==> config.mk <==
export PLATFORM = sky130hd
export DESIGN_NAME = pri_encoder_scan
export DESIGN_NICKNAME = d
export VERILOG_FILES = /design/src/rtl/pri_encoder_scan.sv
export SDC_FILE = /design/constraint.sdc
export NUM_CORES = 1
export LEC_CHECK = 0
export ABC_AREA = 1
export CAP_MARGIN = 10
export CORE_MARGIN = 5
export CORE_UTILIZATION = 54
export DETAILED_ROUTE_END_ITERATION = 8
export GPL_ROUTABILITY_DRIVEN = 0
export PLACE_DENSITY = 0.85
export SLEW_MARGIN = 10
export SYNTH_ARGS = -nofsm -noshare
export SYNTH_HDL_FRONTEND = slang
export SYNTH_SLANG_ARGS = --single-unit
==> constraint.sdc <==
create_clock -name Clock -period 4.7 [get_ports Clock]
set_input_delay 0.94 -clock Clock [delete_from_list [all_inputs] [get_ports Clock]]
set_output_delay 0.94 -clock Clock [all_outputs]
set_load 0.1 [all_outputs]
==> src/rtl/pri_encoder_scan.sv <==
// Sequential priority encoder: accepts a request word, then emits one beat per set bit, lowest index first.
// Optional popcount output out_cnt is built only when ENC_COUNT_EN is defined.
module pri_encoder_scan #(
    parameter int unsigned N = 16,
    parameter int unsigned W = 4
) (
    input  logic         Clock,
    input  logic         Resetn,
    input  logic         in_valid,
    output logic         in_ready,
    input  logic [N-1:0] in_req,
    output logic         out_valid,
    input  logic         out_ready,
    output logic [W-1:0] out_idx,
    output logic         out_last,
    output logic         out_none
`ifdef ENC_COUNT_EN
    ,
    output logic [W:0]   out_cnt
`endif
);

    typedef enum logic {
        IDLE = 1'b0,
        SCAN = 1'b1
    } state_t;

    state_t         r_state;
    state_t         w_state_nxt;
    logic [N-1:0]   r_pend;
    logic           r_zero;
    logic [W-1:0]   w_low;
    logic           w_one;
    logic           w_accept;
    logic           w_fire;
    logic           w_last;

    // Lowest set bit of the pending word; 0 when nothing is pending.
    always_comb begin
        w_low = '0;
        for (int unsigned i = N; i > 0; i--) begin
            if (r_pend[i-1]) begin
                w_low = W'(i - 1);
            end
        end
    end

    assign w_one    = (r_pend != '0) && ((r_pend & (r_pend - N'(1))) == '0);
    assign w_last   = r_zero || w_one;
    assign w_accept = (r_state == IDLE) && in_valid;
    assign w_fire   = (r_state == SCAN) && out_ready;

    always_ff @(posedge Clock or negedge Resetn) begin
        if (!Resetn) begin
            r_state <= IDLE;
        end else begin
            r_state <= w_state_nxt;
        end
    end

    always_comb begin
        w_state_nxt = r_state;
        case (r_state)
            IDLE: if (w_accept) w_state_nxt = SCAN;
            SCAN: if (w_fire && w_last) w_state_nxt = IDLE;
            default: w_state_nxt = IDLE;
        endcase
    end

    always_comb begin
        in_ready  = (r_state == IDLE);
        out_valid = (r_state == SCAN);
        out_idx   = (r_state == SCAN && !r_zero) ? w_low : '0;
        out_last  = (r_state == SCAN) && w_last;
        out_none  = (r_state == SCAN) && r_zero;
    end

    always_ff @(posedge Clock or negedge Resetn) begin
        if (!Resetn) begin
            r_pend <= '0;
            r_zero <= 1'b0;
        end else if (w_accept) begin
            r_pend <= in_req;
            r_zero <= (in_req == '0);
        end else if (w_fire) begin
            r_pend[w_low] <= 1'b0;
            if (w_last) begin
                r_zero <= 1'b0;
            end
        end
    end

`ifdef ENC_COUNT_EN
    logic [W:0] r_cnt;
    logic [W:0] w_pop;

    always_comb begin
        w_pop = '0;
        for (int unsigned i = 0; i < N; i++) begin
            w_pop = w_pop + (W+1)'(in_req[i]);
        end
    end

    always_ff @(posedge Clock or negedge Resetn) begin
        if (!Resetn) begin
            r_cnt <= '0;
        end else if (w_accept) begin
            r_cnt <= w_pop;
        end else if (w_fire && w_last) begin
            r_cnt <= '0;
        end
    end

    assign out_cnt = r_cnt;
`endif

endmodule
==> out/qor.txt <==
Status: finished clean
Syn_area_per_cell: 7.03 sq um
Period utilisation layout: 80.0%
Number of diodes: 0
Register area share after synthesis: 35.6%
Nets: 229
H-tree depth: 1
Delay-heaviest family, CP: buffers and inverters
Slew HR: 34.6%
Yosys warnings: 0
Cts hold-fix bufs: 0
CTS Root Cell: clkbuf_4
Largest net degree at the start of global routing: 27
Final min period: 3.76 ns
Leading area contributor after synthesis: dfrtp_1
Vias in the first global route: 1254
Drt pass-1 iters: 4
Crit path largest cell delay: 1.14 ns
Post-synth EDFFs: 0
Worst-Skew Late Latency: 0.29 ns
DR vias: 1391
Die ar.: 3410 sq um
First DRT Iteration DRCs: 73
Most Frequent Cell on Critical Path: nand2_1
Post-DP HPWL: 2580 microns
Initial Util: 56.7%
Worst clock skew: 0.00257 ns
Post-synthesis simple-gate area fraction: 35.5%
Critical path endpoint category: output port
Highest clock rate: 0.266 GHz
Final count of hold timing violations: 0
CTS tree: built
Chip height: 58.4 microns
Synth async-reset ratio: 100%
Xor/xnor share of the synthesized area: 0%
Multiplexer share of the synthesized area: 0%
Largest family of logic cells by synthesized area: simple AND/OR/NAND/NOR gates
Worst hold path type: register to register
Data required time of the worst path: 3.76 ns
Commonest non-fill, non-tap cell in the layout: nand2_1
CTS Buf Count: 3
Routed Wire Length: 3360 microns
Die width: 58.4 microns
Arrival time at the worst endpoint: 2.82 ns
Slowest CP cell: clkdlybuf4s50_1
Synth Area in Compound Gates: 19.6%
Mapped Area: 1270 sq um
Post-Synthesis Cells: 180
Post-synth top flop: dfrtp_1
Number of distinct library cells after synthesis: 33
Max Cap Viol: 0
Synth-to-layout area growth: 24.9%
Critical path launch point type: register
Final setup violation count: 0
Routed vias/inst: 5.92
Max Root-Sink Buffers: 2
Clock Pin Slew Worst Setup and Hold Paths: 0.10 ns
Adder-cell area share of the yosys netlist: 0%
Initial antenna violation count: 0
CTS resizes: 0
Yosys top cell area share: 35.6%
Most frequent cells in the layout: nand2_1 (50), clkdlybuf4s50_1 (26), inv_1 (24)
IO Pins: 28
Area contributors post-synth: dfrtp_1 (36%), nand2_1 (15%), inv_1 (7.1%)
DRC: 0
Core area: 2230 sq um
Max-slew violations: 0
Layout cells sized above 1: 11.1%
Port buffer count: 27
First-pass GRT wire length: 5500 microns
Synth Register Bits: 18
DR WL/cell: 14.3 microns
RSZ-0062 raised after global routing: no
Total GRT Usage: 20.7%
Antenna viol nets, final: 0
Total grt overflow: 0
Setup_tns: 0 ns
Clk sinks: 18
Syn_nets: 200
Max FO, Critical Path: 5
Ordered list of cells on the worst path: nor2_1 -> nand2_1 -> nand2_1 -> nand2_1 -> nand2_1 -> nand2_1 -> nand2_1 -> nand2_1 -> nand2_1 -> nand2_1 -> nand2_1 -> nand2_1 -> nand2_1 -> nand2_1 -> nor2_1 -> clkdlybuf4s50_1
Critical setup path kind: register to output port
Crit path buf inv count: 1
Worst-margin pin slew: 0.978 ns
Post-CTS setup buffers: 0
FP Rows: 17
[sequential cells by signal (all words and copies together), names as in the netlist]
name and cells:
out_valid 1, r_zero 1, r_pend 16
[logic make-up after synthesis]
kind of cell | count (synthesis)
simple gates | 97
compound gates | 34
buf+inv | 31
flops | 18
[through the flow]
stage	cells	cell area (sq um)	setup slack (ns)	util, %	hold WS [ns]
after global routing	235	1580	0.732	70.8	0.650
after CTS	235	1580	0.972	70.8	0.591
final	235	1580	0.941	70.8	0.590
after global placement	232	1560	1.36	69.8	0.572
after floorplan	180	1270	0.416	-	0.542
after detailed placement	232	1560	1.31	69.8	0.575
[synthesized netlist by cell type, types with 2 or more instances]
| library cell | number |
|---|---|
| nor2_2 | 6 |
| nor2_1 | 17 |
| a21oi_1 | 6 |
| nand4_1 | 6 |
| nor4_1 | 5 |
| o21ai_0 | 2 |
| nor2_4 | 2 |
| nand2_1 | 50 |
| buf_2 | 2 |
| o21ai_2 | 2 |
| nor3_1 | 2 |
| inv_2 | 3 |
| o211ai_1 | 7 |
| nand3_1 | 5 |
| inv_1 | 24 |
| nand2_2 | 2 |
| clkbuf_1 | 2 |
| dfrtp_1 | 18 |
| o311ai_0 | 5 |
[cell type report]
class	instances	area, sq um
sequential	18	450
timing repair buffer	28	275
multi-input combinational	131	697
inverter	27	101
tap	28	35.0
clock buffer	3	22.5
fill	188	652
[final timing paths]
check	start	end	slack (ns)	depth (start not counted)
max in group asynchronous	Resetn	r_pend[1]	3.08	1
min in group asynchronous	Resetn	r_pend[10]	1.11	1
max	r_pend[12]	out_idx[0]	0.94	16
min reg2reg	r_zero	out_valid	0.59	3
max reg2reg	out_valid	r_pend[14]	2.41	6
min	r_zero	out_valid	0.59	3
[per-layer routing]
metal / part of all wire (%) / routed length [microns] / GRT usage [%] / vias to the layer above
li1: - / - / - / 671
met1: 42 / 1400 / 27.0 / 657
met2: 49 / 1660 / 33.5 / 59
met3: 7.6 / 255 / 3.29 / 4
met4: 1.4 / 48 / 9.60 / 0
met5: 0 / 0 / 0 / -
[worst register-to-register path: cells and delay by family, from the launching register on]
family	cells	cell delay, ns
buffers and inverters	2	0.51
AO/OA/AOI/OAI	2	0.29
AND/OR/NAND/NOR	2	0.91
flip-flops	1	0.46
Power is not shown: default switching activity piles up to over one toggle a cycle in this logic, so the estimate is an artifact.
